### config.mk
export PLATFORM = sky130hd
export DESIGN_NAME = imem_loader_flat
export DESIGN_NICKNAME = d
export VERILOG_FILES = /design/src/rtl/imem_loader_if.sv /design/src/rtl/imem_loader.sv /design/src/flat_wrapper.sv
export SDC_FILE = /design/constraint.sdc
export NUM_CORES = 1
export LEC_CHECK = 0
export BUFFER_PORTS_ARGS = -buffer_cell sky130_fd_sc_hd__buf_2
export CORE_MARGIN = 2
export CORE_UTILIZATION = 58
export CTS_CLUSTER_DIAMETER = 100
export DETAILED_ROUTE_END_ITERATION = 10
export PLACE_DENSITY = 0.8
export SLEW_MARGIN = 10
export SYNTH_ARGS = -nofsm -noshare
export SYNTH_HDL_FRONTEND = slang
export SYNTH_SLANG_ARGS = --single-unit
### constraint.sdc
create_clock -name clk -period 3.5 [get_ports clk]
set_input_delay 0.7 -clock clk [delete_from_list [all_inputs] [get_ports clk]]
set_output_delay 0.7 -clock clk [all_outputs]
set_load 0.005 [all_outputs]
### src/rtl/imem_loader_if.sv
// Byte-stream and imem-write bundle between the host byte source, the loader and imem.
// The loader masters the imem write port, so it takes the master modport.
interface imem_loader_if;
    logic        start;
    logic [7:0]  rx_data;
    logic        rx_valid;
    logic        rx_ready;
    logic        we;
    logic [31:0] waddr;
    logic [31:0] wdata;
    logic        cpu_hold;
    logic        busy;
    logic        done;
    logic        err_len;
    logic        err_csum;

    modport master (
        input  start, rx_data, rx_valid,
        output rx_ready, we, waddr, wdata, cpu_hold, busy, done, err_len, err_csum
    );

    modport slave (
        output start, rx_data, rx_valid,
        input  rx_ready, we, waddr, wdata, cpu_hold, busy, done, err_len, err_csum
    );
endinterface

### src/rtl/imem_loader.sv
// Program loader: parses a framed byte stream (length, payload, checksum), writes
// little-endian words into imem and holds the CPU until a good image is in place.
module imem_loader #(
    parameter int unsigned ADDR_WIDTH    = 8,
    parameter logic [31:0] BASE_ADDR     = 32'h0,
    parameter bit          HOLD_AT_RESET = 1'b1
) (
    input logic           clk,
    input logic           reset,
    imem_loader_if.master bus
);

    typedef enum logic [2:0] {
        S_IDLE, S_LEN_LO, S_LEN_HI, S_DATA, S_WRITE, S_CSUM, S_DONE, S_ERR
    } state_e;

    localparam logic [16:0] MAX_WORDS = 17'(2 ** ADDR_WIDTH);

    state_e      state_q;
    logic [15:0] n_q;
    logic [15:0] word_idx_q;
    logic [1:0]  byte_cnt_q;
    logic [7:0]  sum_q;
    logic [23:0] lanes_q;
    logic        rx_ready_q;
    logic        we_q;
    logic [31:0] waddr_q;
    logic [31:0] wdata_q;
    logic        cpu_hold_q;
    logic        busy_q;
    logic        done_q;
    logic        err_len_q;
    logic        err_csum_q;

    logic        xfer;
    logic [15:0] n_full;

    assign xfer   = bus.rx_valid & rx_ready_q;
    assign n_full = {bus.rx_data, n_q[7:0]};

    // NOTE: all state here is updated with non-blocking assignments so every
    // branch reads the pre-edge value of every register, independent of order.
    always_ff @(posedge clk or negedge reset) begin
        if (!reset) begin
            state_q    <= S_IDLE;
            n_q        <= '0;
            word_idx_q <= '0;
            byte_cnt_q <= '0;
            sum_q      <= '0;
            lanes_q    <= '0;
            rx_ready_q <= 1'b0;
            we_q       <= 1'b0;
            waddr_q    <= '0;
            wdata_q    <= '0;
            cpu_hold_q <= HOLD_AT_RESET;
            busy_q     <= 1'b0;
            done_q     <= 1'b0;
            err_len_q  <= 1'b0;
            err_csum_q <= 1'b0;
        end else begin
            we_q <= 1'b0;
            case (state_q)
                S_IDLE, S_DONE, S_ERR: begin
                    if (bus.start) begin
                        state_q    <= S_LEN_LO;
                        word_idx_q <= '0;
                        byte_cnt_q <= '0;
                        sum_q      <= '0;
                        done_q     <= 1'b0;
                        err_len_q  <= 1'b0;
                        err_csum_q <= 1'b0;
                        cpu_hold_q <= 1'b1;
                        busy_q     <= 1'b1;
                        rx_ready_q <= 1'b1;
                    end
                end
                S_LEN_LO: begin
                    if (xfer) begin
                        n_q[7:0] <= bus.rx_data;
                        state_q  <= S_LEN_HI;
                    end
                end
                S_LEN_HI: begin
                    if (xfer) begin
                        n_q <= n_full;
                        // Oversized images are rejected before any write is issued.
                        if ({1'b0, n_full} > MAX_WORDS) begin
                            state_q    <= S_ERR;
                            err_len_q  <= 1'b1;
                            busy_q     <= 1'b0;
                            rx_ready_q <= 1'b0;
                        end else if (n_full == 16'd0) begin
                            state_q <= S_CSUM;
                        end else begin
                            state_q <= S_DATA;
                        end
                    end
                end
                S_DATA: begin
                    if (xfer) begin
                        sum_q      <= sum_q + bus.rx_data;
                        byte_cnt_q <= byte_cnt_q + 2'd1;
                        case (byte_cnt_q)
                            2'd0: lanes_q[7:0]   <= bus.rx_data;
                            2'd1: lanes_q[15:8]  <= bus.rx_data;
                            2'd2: lanes_q[23:16] <= bus.rx_data;
                            default: begin
                                wdata_q    <= {bus.rx_data, lanes_q};
                                waddr_q    <= BASE_ADDR + 32'({word_idx_q, 2'b00});
                                we_q       <= 1'b1;
                                rx_ready_q <= 1'b0;
                                state_q    <= S_WRITE;
                            end
                        endcase
                    end
                end
                S_WRITE: begin
                    rx_ready_q <= 1'b1;
                    if (word_idx_q == n_q - 16'd1) begin
                        state_q <= S_CSUM;
                    end else begin
                        word_idx_q <= word_idx_q + 16'd1;
                        state_q    <= S_DATA;
                    end
                end
                S_CSUM: begin
                    if (xfer) begin
                        rx_ready_q <= 1'b0;
                        busy_q     <= 1'b0;
                        if (bus.rx_data == sum_q) begin
                            state_q    <= S_DONE;
                            done_q     <= 1'b1;
                            cpu_hold_q <= 1'b0;
                        end else begin
                            state_q    <= S_ERR;
                            err_csum_q <= 1'b1;
                        end
                    end
                end
                default: state_q <= S_IDLE;
            endcase
        end
    end

    assign bus.rx_ready = rx_ready_q;
    assign bus.we       = we_q;
    assign bus.waddr    = waddr_q;
    assign bus.wdata    = wdata_q;
    assign bus.cpu_hold = cpu_hold_q;
    assign bus.busy     = busy_q;
    assign bus.done     = done_q;
    assign bus.err_len  = err_len_q;
    assign bus.err_csum = err_csum_q;

endmodule

### src/flat_wrapper.sv
// flat-port wrapper written by rule: the top's interface ports become plain ports
module imem_loader_flat 
#(
    parameter int unsigned ADDR_WIDTH    = 8,
    parameter logic [31:0] BASE_ADDR     = 32'h0,
    parameter bit          HOLD_AT_RESET = 1'b1
)
  (clk, reset, bus_start, bus_rx_data, bus_rx_valid, bus_rx_ready, bus_we, bus_waddr, bus_wdata, bus_cpu_hold, bus_busy, bus_done, bus_err_len, bus_err_csum);
  imem_loader_if bus_i ();
  input logic clk;
  input logic reset;
  input wire logic [$bits(bus_i.start)-1:0] bus_start;
  input wire logic [$bits(bus_i.rx_data)-1:0] bus_rx_data;
  input wire logic [$bits(bus_i.rx_valid)-1:0] bus_rx_valid;
  output wire logic [$bits(bus_i.rx_ready)-1:0] bus_rx_ready;
  output wire logic [$bits(bus_i.we)-1:0] bus_we;
  output wire logic [$bits(bus_i.waddr)-1:0] bus_waddr;
  output wire logic [$bits(bus_i.wdata)-1:0] bus_wdata;
  output wire logic [$bits(bus_i.cpu_hold)-1:0] bus_cpu_hold;
  output wire logic [$bits(bus_i.busy)-1:0] bus_busy;
  output wire logic [$bits(bus_i.done)-1:0] bus_done;
  output wire logic [$bits(bus_i.err_len)-1:0] bus_err_len;
  output wire logic [$bits(bus_i.err_csum)-1:0] bus_err_csum;
  assign bus_i.start = bus_start;
  assign bus_i.rx_data = bus_rx_data;
  assign bus_i.rx_valid = bus_rx_valid;
  assign bus_rx_ready = bus_i.rx_ready;
  assign bus_we = bus_i.we;
  assign bus_waddr = bus_i.waddr;
  assign bus_wdata = bus_i.wdata;
  assign bus_cpu_hold = bus_i.cpu_hold;
  assign bus_busy = bus_i.busy;
  assign bus_done = bus_i.done;
  assign bus_err_len = bus_i.err_len;
  assign bus_err_csum = bus_i.err_csum;
  imem_loader #(.ADDR_WIDTH(ADDR_WIDTH), .BASE_ADDR(BASE_ADDR), .HOLD_AT_RESET(HOLD_AT_RESET)) u_core (.clk(clk), .reset(reset), .bus(bus_i));
endmodule
==> results.ini, run 1 <==
[critical_path]
crit_start = u_core.n_q[3]$_DFFE_PN0P_
path_class = flop to flop
timing.rr.start = u_core.n_q[3]$_DFFE_PN0P_
end_kind = flop
critPathMaxFanout = 18
worstPathArrival_ns = 3.69
timing.critical_path.from_type = flop
cp.required_ns = 3.91

[logic_synthesis]
yosysWarnings = 0
synth_top_cell_by_area = dfrtp_1
synth_commonest_cells = 123 x dfrtp_1, 84 x mux2_2, 37 x nand2_1
synth_top_area_share = 0.499
avgSynthCellArea_um2 = 11.5
synth_xor_area_frac = 0.0454
synth_top_family_by_area = multiplexers
synth.most_common_cell = dfrtp_1
synth_compound_area_frac = 0.104
ys.flop_type = dfrtp_1
yosys-top-cells-area = dfrtp_1 50%, mux2_2 15%, ha_1 2.8%, xnor2_1 2.7%, nand2_1 2.3%
yosys.area_share.simple = 0.110
synth_mux_area_frac = 0.158
seq_area_frac_synth = 0.503
synth-seq-cells = 124
synth_area_mm2 = 0.00617
synth_edf_count = 0
yosysUniqueCellTypes = 68
syn_inst = 535
synthArstFlopShare = 1.00
synth-adder-area-share = 0.0332

[power]
swShare = 0.344
comb_power_share = 0.293
p_sw_w = 0.00182
power_frac_seq = 0.397
clkPwrFrac = 0.311
powerDensity_mw_per_mm2 = 738
p_leak_nw = 3.56
ir_worst_vdd_mv = 0.460
internal-power_w = 0.00347

[floorplan]
dieArea_mm2 = 0.0115
die_h_um = 107
pin_count = 83
die_w_um = 107
rows = 37
initial_core_util = 0.598
core_area_mm2 = 0.0103

[global_routing]
met2_usage = 0.423
grt_use_met3 = 0.0590
grtUsageMet1 = 0.340
grt_start_max_net_pins = 60
grt_pass1_vias = 4655
gr-total-overflow = 0
grt_use_total = 0.262
busiest_layer = met2
antenna_found_initial = 0
grt_pass1_wl_um = 23100

[clock_tree]
cts_tree = yes
ctsHoldBuffers = 0
clock-sinks = 124
h-tree-depth = 4
clk_pin_slew_ns = 0.06
cts_buffer_depth = 2
cts-resized-gates = 0
cts_setup_buffers = 0
root_buffer = clkbuf_8
clk-insertion-delay-late_ns = 0.52
cts_buffers = 17

[timing]
max-slew-margin-rel = 0.507
hold_viol = 0
tns_ns = 0
grt_setup_unrepaired = no
clock_skew_ns = 0.00688
tightest_slew_ns = 0.739
fmax_mhz = 304
hold_slack_ns = 0.249
finalCritPeriodShare = 0.939
drv_slew = 0
finalSetupViolCount = 0
period_needed_ns = 3.29

[min_path]
min_path_type = input pin to asynchronous set/reset pin

[layout]
fillers = 761
num-nets-final = 634
n_antenna_cell = 0
drive_above_1_share = 0.344
syn_to_final_growth_pct = 16.1

[drt]
via_per_inst = 5.92
wire_per_inst_um = 18.2
ant_nets = 0
drt_pass1_iterations = 5
drtIter0Drc = 423
drt-total-wl_um = 13700
drc_errors = 0
num_vias = 4472

[run]
max_cap_violations = 0

[placed_design]
detailedPlacementHpwl_um = 9370
place.gp.congestion = 0.880
numPortBuffers = 66

[run_status]
status = finished, final reports clean

-- metrics by stage --
step                      power [W]  instance area [um2]  cells  setup WS (ns)  utilization
after floorplan             0.00323                 6230    550          0.649            -
after global placement      0.00355                 6600    724          0.406        0.639
after detailed placement    0.00364                 6600    724          0.286        0.639
after CTS                   0.00530                 7160    756          0.229        0.694
after global routing        0.00560                 7160    756         0.0968        0.694
final                       0.00528                 7160    756          0.213        0.694
-- worst paths after layout --
path / slack [ns] / cells past startpoint / endpoint
worst min register to register: 0.46 / 2 / u_core.bus.cpu_hold$_DFFE_PN1P_
min in group clk: 0.46 / 2 / u_core.bus.cpu_hold$_DFFE_PN1P_
worst min-delay path: 0.25 / 1 / u_core.n_q[2]$_DFFE_PN0P_
worst max register to register: 0.21 / 8 / u_core.word_idx_q[5]$_DFFE_PN0P_
worst max-delay path: 0.21 / 8 / u_core.word_idx_q[5]$_DFFE_PN0P_
max in group asynchronous: 2.44 / 2 / u_core.bus.waddr[16]$_DFFE_PN0P_
-- final cells by class --
| cell class | instances | area, um2 | area share |
|---|---|---|---|
| sequential | 124 | 3100 | 0.433 |
| timing repair buffer | 76 | 433 | 0.0604 |
| clock buffer | 18 | 428 | 0.0597 |
| multi-input combinational | 375 | 2840 | 0.397 |
| inverter | 13 | 48.8 | 0.00681 |
| tap | 136 | 170 | 0.0238 |
| clock inverter | 14 | 135 | 0.0189 |
-- cells by family after synthesis --
group	count (synthesis)
AOI/OAI and AO/OA	93
xor gates and xnor gates	32
adders and majority gates	16
buffers and inverters	51
DFF	124
muxes	87
other	1
and+or+nand+nor	131
-- per-layer routing --
metal / part of all wire / routed length [um]
met3: 0.047 / 650
met2: 0.50 / 6820
met1: 0.43 / 5840
met4: 0.031 / 431
met5: 0 / 0
-- worst max-delay path, stage by stage, from the launching register on --
cell	delay, ns
dfrtp_1	0.45
or4_4	0.58
or4_1	0.52
a2111oi_0	0.39
and4_1	0.29
nand3_2	0.15
a21oi_4	0.46
nor4_1	0.13
o21a_1	0.19
-- power groups by stage --
| stage | sequential (W) | combinational, W | clock (W) |
|---|---|---|---|
| final | 0.00210 | 0.00155 | 0.00164 |
| after global routing | 0.00215 | 0.00172 | 0.00174 |
| after CTS | 0.00209 | 0.00155 | 0.00167 |
| after detailed placement | 0.00211 | 0.00153 | 0 |
| after global placement | 0.00208 | 0.00147 | 0 |
| after floorplan | 0.00199 | 0.00124 | 0 |
-- registers in the layout (all words and copies together), names as in the netlist --
name,count
u_core.bus.err_len,1
u_core.bus.done,1
u_core.bus.wdata,32
u_core.bus.err_csum,1
u_core.word_idx_q,16
u_core.bus.we,1
u_core.n_q,16
u_core.bus.cpu_hold,1
u_core.lanes_q,24
u_core.bus.rx_ready,1
u_core.byte_cnt_q,2
u_core.sum_q,8
u_core.bus.busy,1
u_core.bus.waddr,16
u_core.state_q,3
-- layout by cell type (no fill, tap or decap), types with 4 or more instances in the layout --
cell | netlist | routed
xor2_1 | 13 | 13
clkinvlp_4 | 0 | 4
and3_1 | 4 | 4
nand2b_1 | 4 | 4
dfrtp_1 | 123 | 123
inv_1 | 13 | 13
buf_4 | 17 | 9
nand4_1 | 7 | 7
a21o_1 | 6 | 6
nor2_1 | 19 | 19
inv_6 | 0 | 5
ha_1 | 14 | 14
o21ai_0 | 25 | 24
xnor2_1 | 19 | 19
or3_1 | 6 | 6
mux2_2 | 84 | 84
buf_2 | 2 | 65
nor3_1 | 12 | 12
nand3_1 | 14 | 14
o31ai_1 | 7 | 7
nand2_1 | 37 | 36
clkbuf_16 | 0 | 16
conb_1 | 1 | 16
nor4_1 | 7 | 7
a21oi_1 | 14 | 14
o211ai_1 | 5 | 5
No activity file was read; power rests on OpenSTA's default activity.
==> inputs of run 2 (changes only) <==
--- a/config.mk
+++ b/config.mk
@@ -6,11 +6,13 @@
 export NUM_CORES = 1
 export LEC_CHECK = 0
 export BUFFER_PORTS_ARGS = -buffer_cell sky130_fd_sc_hd__buf_2
+export CELL_PAD_IN_SITES_DETAIL_PLACEMENT = 1
+export CELL_PAD_IN_SITES_GLOBAL_PLACEMENT = 1
 export CORE_MARGIN = 2
-export CORE_UTILIZATION = 58
+export CORE_UTILIZATION = 46
 export CTS_CLUSTER_DIAMETER = 100
 export DETAILED_ROUTE_END_ITERATION = 10
-export PLACE_DENSITY = 0.8
+export PLACE_DENSITY_LB_ADDON = 0.1
 export SLEW_MARGIN = 10
 export SYNTH_ARGS = -nofsm -noshare
 export SYNTH_HDL_FRONTEND = slang
==> results.ini, run 2 (same netlist as run 1, synthesis figures left out) <==
[global_routing]
gr-total-overflow = 0  ; unchanged
grt_start_max_net_pins = 56  ; was 60
grt_pass1_vias = 5040  ; was 4655
antenna_found_initial = 0  ; unchanged
grt_use_total = 0.241  ; was 0.262
grt_pass1_wl_um = 26500  ; was 23100 um

[clock_tree]
ctsHoldBuffers = 0  ; unchanged
cts_tree = yes  ; unchanged
clk-insertion-delay-late_ns = 0.42  ; was 0.52 ns
clock-sinks = 124  ; unchanged
root_buffer = clkbuf_16  ; was clkbuf_8
h-tree-depth = 4  ; unchanged
cts_buffers = 17  ; unchanged
clk_pin_slew_ns = 0.06  ; about the same
cts_buffer_depth = 2  ; unchanged

[power]
p_leak_nw = 3.62  ; was 3.56 nW
clkPwrFrac = 0.326  ; was 0.311
finalPower_w = 0.00560  ; was 0.00528 W
swShare = 0.331  ; was 0.344
comb_power_share = 0.296  ; was 0.293
p_sw_w = 0.00185  ; was 0.00182 W
power_frac_seq = 0.378  ; was 0.397
ir_worst_vdd_mv = 0.381  ; was 0.460 mV
powerDensity_mw_per_mm2 = 766  ; was 738 mW/mm2
internal-power_w = 0.00375  ; was 0.00347 W

[drt]
drtIter0Drc = 271  ; was 423
num_vias = 4523  ; was 4472
via_per_inst = 5.68  ; was 5.92
drt_pass1_iterations = 5  ; unchanged
ant_nets = 0  ; unchanged
drt-total-wl_um = 16100  ; was 13700 um
wire_per_inst_um = 20.2  ; was 18.2 um
drc_errors = 0  ; unchanged

[layout]
final_cell_mix = 123 x dfrtp_1, 84 x mux2_2, 65 x buf_2, 36 x nand2_1, 24 x o21ai_0  ; unchanged
n_antenna_cell = 0  ; unchanged
syn_to_final_growth_pct = 18.4  ; was 16.1%
drive_above_1_share = 0.345  ; was 0.344
fillers = 1419  ; was 761
mostFrequentLayoutCell = dfrtp_1  ; unchanged
num-nets-final = 639  ; was 634
design_area_mm2 = 0.00731  ; was 0.00716 mm2
largest_reg_flops = 32  ; unchanged

[placed_design]
numPortBuffers = 66  ; unchanged
place.gp.congestion = 0.865  ; was 0.880
detailedPlacementHpwl_um = 10700  ; was 9370 um
placed_cell_area_mm2 = 0.00666  ; was 0.00660 mm2

[critical_path]
timing.rr.start = u_core.n_q[3]$_DFFE_PN0P_  ; unchanged
cp_slowest_cell = or4_4  ; unchanged
critPathMaxFanout = 6  ; was 18
crit_end = u_core.state_q[1]$_DFFE_PN0P_  ; was u_core.word_idx_q[5]$_DFFE_PN0P_
crit_start = u_core.n_q[3]$_DFFE_PN0P_  ; unchanged
r2r-end = u_core.state_q[1]$_DFFE_PN0P_  ; was u_core.word_idx_q[5]$_DFFE_PN0P_
slowest_delay_ns = 0.60  ; was 0.58 ns
worstPathArrival_ns = 3.61  ; was 3.69 ns
rr_worst_depth = 8  ; unchanged
timing.critical_path.from_type = flop  ; unchanged
reg2reg_setup_slack_ns = 0.18  ; was 0.21 ns
end_kind = flop  ; unchanged
path_class = flop to flop  ; unchanged
cp_cell_sequence = or4_4, or4_1, a2111oi_2, and4_1, nand3_2, nand2_1, o311ai_0, a22o_1  ; was or4_4, or4_1, a2111oi_0, and4_1, nand3_2, a21oi_4, nor4_1, o21a_1
cp.required_ns = 3.79  ; was 3.91 ns

[timing]
finalSetupViolCount = 0  ; unchanged
tns_ns = 0  ; unchanged
period_needed_ns = 3.32  ; was 3.29 ns
tightest_slew_ns = 0.706  ; was 0.739 ns
grt_setup_unrepaired = no  ; unchanged
fmax_mhz = 301  ; was 304 MHz
drv_slew = 0  ; unchanged
max-slew-margin-rel = 0.525  ; was 0.507
hold_viol = 0  ; unchanged
finalCritPeriodShare = 0.948  ; was 0.939
clock_skew_ns = 0.0103  ; was 0.00688 ns

[run_status]
status = finished, final reports clean  ; unchanged

[floorplan]
pin_count = 83  ; unchanged
dieArea_mm2 = 0.0144  ; was 0.0115 mm2
die_w_um = 120  ; was 107 um
rows = 42  ; was 37
core_area_mm2 = 0.0132  ; was 0.0103 mm2
initial_core_util = 0.468  ; was 0.598
die_h_um = 120  ; was 107 um

[min_path]
min_path_type = input pin to asynchronous set/reset pin  ; unchanged

[run]
max_cap_violations = 0  ; unchanged

[run 2: power groups by stage]
stage	Sequential [W]	Combinational (W)	Clock, W
global placement	0.00209	0.00151	0
detailed placement	0.00213	0.00157	0
finish	0.00212	0.00166	0.00183
CTS	0.00212	0.00161	0.00186
global route	0.00217	0.00185	0.00192
floorplan	0.00199	0.00124	0
[run 2: metal layers]
layer | track usage | routed length [um]
met1 | 0.297 | 6810
met2 | 0.417 | 8470
met3 | 0.0585 | 444
met4 | 0.0809 | 363
met5 | 0 | 0
[run 2: how the worst min path moves through the flow]
stage / startpoint / end / cells after the start
CTS: reset / u_core.bus.we$_DFF_PN0_ / 1
global placement: u_core.bus.cpu_hold$_DFFE_PN1P_ / u_core.bus.cpu_hold$_DFFE_PN1P_ / 2
finish: reset / u_core.bus.we$_DFF_PN0_ / 1
floorplan: reset / u_core.bus.busy$_DFFE_PN0P_ / 0
global route: reset / u_core.bus.wdata[8]$_DFFE_PN0P_ / 1
detailed placement: u_core.bus.cpu_hold$_DFFE_PN1P_ / u_core.bus.cpu_hold$_DFFE_PN1P_ / 2
[run 2: area by class of cell]
type                    count  area, um2  share of cell area
repair buffers             81        483              0.0661
clock inverters             8        144              0.0197
well taps                 176        220              0.0301
multi-input cells         375       2850               0.390
flip-flops and latches    124       3100               0.425
clock buffers              20        457              0.0625
inverters                  13       48.8             0.00668
[run 2: through the flow]
step                      instances  setup WS, ns  hold slack [ns]   util
after floorplan                 550         0.649            0.404      -
after global placement          765         0.357            0.450  0.505
after detailed placement        765        0.0859            0.449  0.505
after CTS                       793        0.0335            0.297  0.550
after global routing            797        0.0341            0.314  0.554
final                           797         0.182            0.281  0.554
[run 2: critical path, delay by kind of cell (launching register included)]
kind	cells	cell delay (ns)
AOI/OAI and AO/OA	3	0.87
DFF	1	0.45
and+or+nand+nor	5	1.87
[run 2: what timing repair did]
item / 4_1_cts / 5_1_grt
setup endpoints to repair: 0 / 11
resized for setup: 0 / 2
hold endpoints to repair: 0 / 0
setup buffers: 0 / 4
==> inputs of run 3 (changes only) <==
--- a/config.mk
+++ b/config.mk
@@ -9,7 +9,7 @@
 export CELL_PAD_IN_SITES_DETAIL_PLACEMENT = 1
 export CELL_PAD_IN_SITES_GLOBAL_PLACEMENT = 1
 export CORE_MARGIN = 2
-export CORE_UTILIZATION = 46
+export CORE_UTILIZATION = 44
 export CTS_CLUSTER_DIAMETER = 100
 export DETAILED_ROUTE_END_ITERATION = 10
 export PLACE_DENSITY_LB_ADDON = 0.1
==> results.ini, run 3 (same netlist as run 1, synthesis figures left out) <==
[drt]
drc_errors = 0  ; unchanged
drt-total-wl_um = 15700  ; was 16100 um
num_vias = 4450  ; was 4523
wire_per_inst_um = 19.5  ; was 20.2 um
via_per_inst = 5.55  ; was 5.68
drt_pass1_iterations = 4  ; was 5
drtIter0Drc = 216  ; was 271
ant_nets = 0  ; unchanged

[clock_tree]
cts_buffer_depth = 2  ; unchanged
cts_tree = yes  ; unchanged
clk-insertion-delay-late_ns = 0.42  ; about the same
h-tree-depth = 4  ; unchanged
clock-sinks = 124  ; unchanged
clk_pin_slew_ns = 0.06  ; about the same
root_buffer = clkbuf_16  ; unchanged
ctsHoldBuffers = 0  ; unchanged
cts_buffers = 17  ; unchanged

[critical_path]
critical_path_depth = 8  ; unchanged
cp.required_ns = 3.81  ; was 3.79 ns
slowest_delay_ns = 0.56  ; was 0.60 ns
worst-path-buf-inv = 0  ; unchanged
worstPathArrival_ns = 3.46  ; was 3.61 ns
crit_family = simple AND/OR/NAND/NOR gates  ; unchanged
rr_worst_depth = 8  ; unchanged
end_kind = flop  ; unchanged
cp_slowest_cell = or4_4  ; unchanged
cp_cell_sequence = or4_4, or4_1, a2111oi_0, and4_1, nand3_2, nand2_1, o311ai_0, a22o_1  ; was or4_4, or4_1, a2111oi_2, and4_1, nand3_2, nand2_1, o311ai_0, a22o_1
critPathMaxFanout = 7  ; was 6
timing.critical_path.from_type = flop  ; unchanged
path_class = flop to flop  ; unchanged

[timing]
tns_ns = 0  ; unchanged
period_needed_ns = 3.15  ; was 3.32 ns
clock_skew_ns = 0.00861  ; was 0.0103 ns
finalCritPeriodShare = 0.900  ; was 0.948
finalSetupViolCount = 0  ; unchanged
grt_setup_unrepaired = no  ; unchanged
worst_slack_ns = 0.351  ; was 0.182 ns
max-slew-margin-rel = 0.471  ; was 0.525
fmax_mhz = 318  ; was 301 MHz
tightest_slew_ns = 0.794  ; was 0.706 ns
hold_viol = 0  ; unchanged
drv_slew = 0  ; unchanged

[layout]
largest_reg_flops = 32  ; unchanged
syn_to_final_growth_pct = 17.9  ; was 18.4%
n_antenna_cell = 0  ; unchanged
num-nets-final = 637  ; was 639
mostFrequentLayoutCell = dfrtp_1  ; unchanged
fillers = 1513  ; was 1419
drive_above_1_share = 0.342  ; was 0.345
final_core_util = 0.528  ; was 0.554
stdcell_count = 802  ; was 797
final_cell_mix = 123 x dfrtp_1, 84 x mux2_2, 65 x buf_2, 36 x nand2_1, 24 x o21ai_0  ; unchanged

[floorplan]
initial_core_util = 0.448  ; was 0.468
rows = 43  ; was 42
dieArea_mm2 = 0.0150  ; was 0.0144 mm2
pin_count = 83  ; unchanged
core_area_mm2 = 0.0138  ; was 0.0132 mm2
die_w_um = 122  ; was 120 um
die_h_um = 122  ; was 120 um

[placed_design]
dp.cells = 768  ; was 765
pre_cts_slack_ns = 0.273  ; was 0.0859 ns
detailedPlacementHpwl_um = 10600  ; was 10700 um
numPortBuffers = 66  ; unchanged
place.gp.congestion = 0.821  ; was 0.865

[global_routing]
grt_start_max_net_pins = 58  ; was 56
antenna_found_initial = 0  ; unchanged
grt_pass1_vias = 4745  ; was 5040
grt_pass1_wl_um = 24900  ; was 26500 um
gr-total-overflow = 0  ; unchanged
grt_use_total = 0.222  ; was 0.241

[power]
power_frac_seq = 0.386  ; was 0.378
comb_power_share = 0.295  ; was 0.296
swShare = 0.337  ; was 0.331
internal-power_w = 0.00362  ; was 0.00375 W
powerDensity_mw_per_mm2 = 749  ; was 766 mW/mm2
ir_worst_vdd_mv = 0.341  ; was 0.381 mV
clkPwrFrac = 0.319  ; was 0.326
p_leak_nw = 3.59  ; was 3.62 nW
finalPower_w = 0.00545  ; was 0.00560 W
p_sw_w = 0.00184  ; was 0.00185 W

[run]
max_cap_violations = 0  ; unchanged

[run_status]
status = finished, final reports clean  ; unchanged

[min_path]
min_path_type = input pin to asynchronous set/reset pin  ; unchanged

## run 3: power groups by stage
stage	clock network (W)	logic, W	registers (W)
floorplan	0	0.00124	0.00199
global placement	0	0.00151	0.00210
detailed placement	0	0.00156	0.00213
CTS	0.00178	0.00159	0.00211
global route	0.00183	0.00179	0.00217
finish	0.00174	0.00161	0.00210
## run 3: worst reg2reg max path, delay by kind of cell (launching register included)
kind	cells	cell delay (ns)
AND/OR/NAND/NOR	5	1.80
AO/OA/AOI/OAI	3	0.79
flip-flops	1	0.45
## run 3: layout make-up
type / count / area (um2) / share of cell area
Clock inverter: 9 / 114 / 0.0156
Timing Repair Buffer: 79 / 468 / 0.0643
Multi-Input combinational cell: 375 / 2840 / 0.391
Inverter: 13 / 48.8 / 0.00670
Tap cell: 180 / 225 / 0.0309
Clock buffer: 22 / 474 / 0.0652
Sequential cell: 124 / 3100 / 0.427
## run 3: repair_timing
action	4_1_cts	5_1_grt
setup buffers	0	3
gates resized for setup	0	0
endpoints found under the setup margin	0	9
## run 3: worst paths after layout
path                                            startpoint  slack [ns]                               end
max                              u_core.n_q[4]$_DFFE_PN0P_        0.35     u_core.state_q[1]$_DFFE_PN0P_
min                                                  reset        0.37  u_core.bus.wdata[18]$_DFFE_PN0P_
max reg2reg                      u_core.n_q[4]$_DFFE_PN0P_        0.35     u_core.state_q[1]$_DFFE_PN0P_
min reg2reg                u_core.bus.cpu_hold$_DFFE_PN1P_        0.47   u_core.bus.cpu_hold$_DFFE_PN1P_
max in group asynchronous                            reset        2.49  u_core.word_idx_q[7]$_DFFE_PN0P_
min in group clk           u_core.bus.cpu_hold$_DFFE_PN1P_        0.47   u_core.bus.cpu_hold$_DFFE_PN1P_
## run 3: routing by layer
layer / wire, um / GRT usage
met5: 0 / 0
met4: 236 / 0.0862
met3: 437 / 0.0418
met2: 8100 / 0.389
met1: 6880 / 0.271
## run 3: stage by stage
step                      hold slack, ns  cell area [um2]
after floorplan                    0.404             6230
after global placement             0.447             6670
after detailed placement           0.468             6670
after CTS                          0.390             7260
after global routing               0.415             7280
final                              0.374             7280
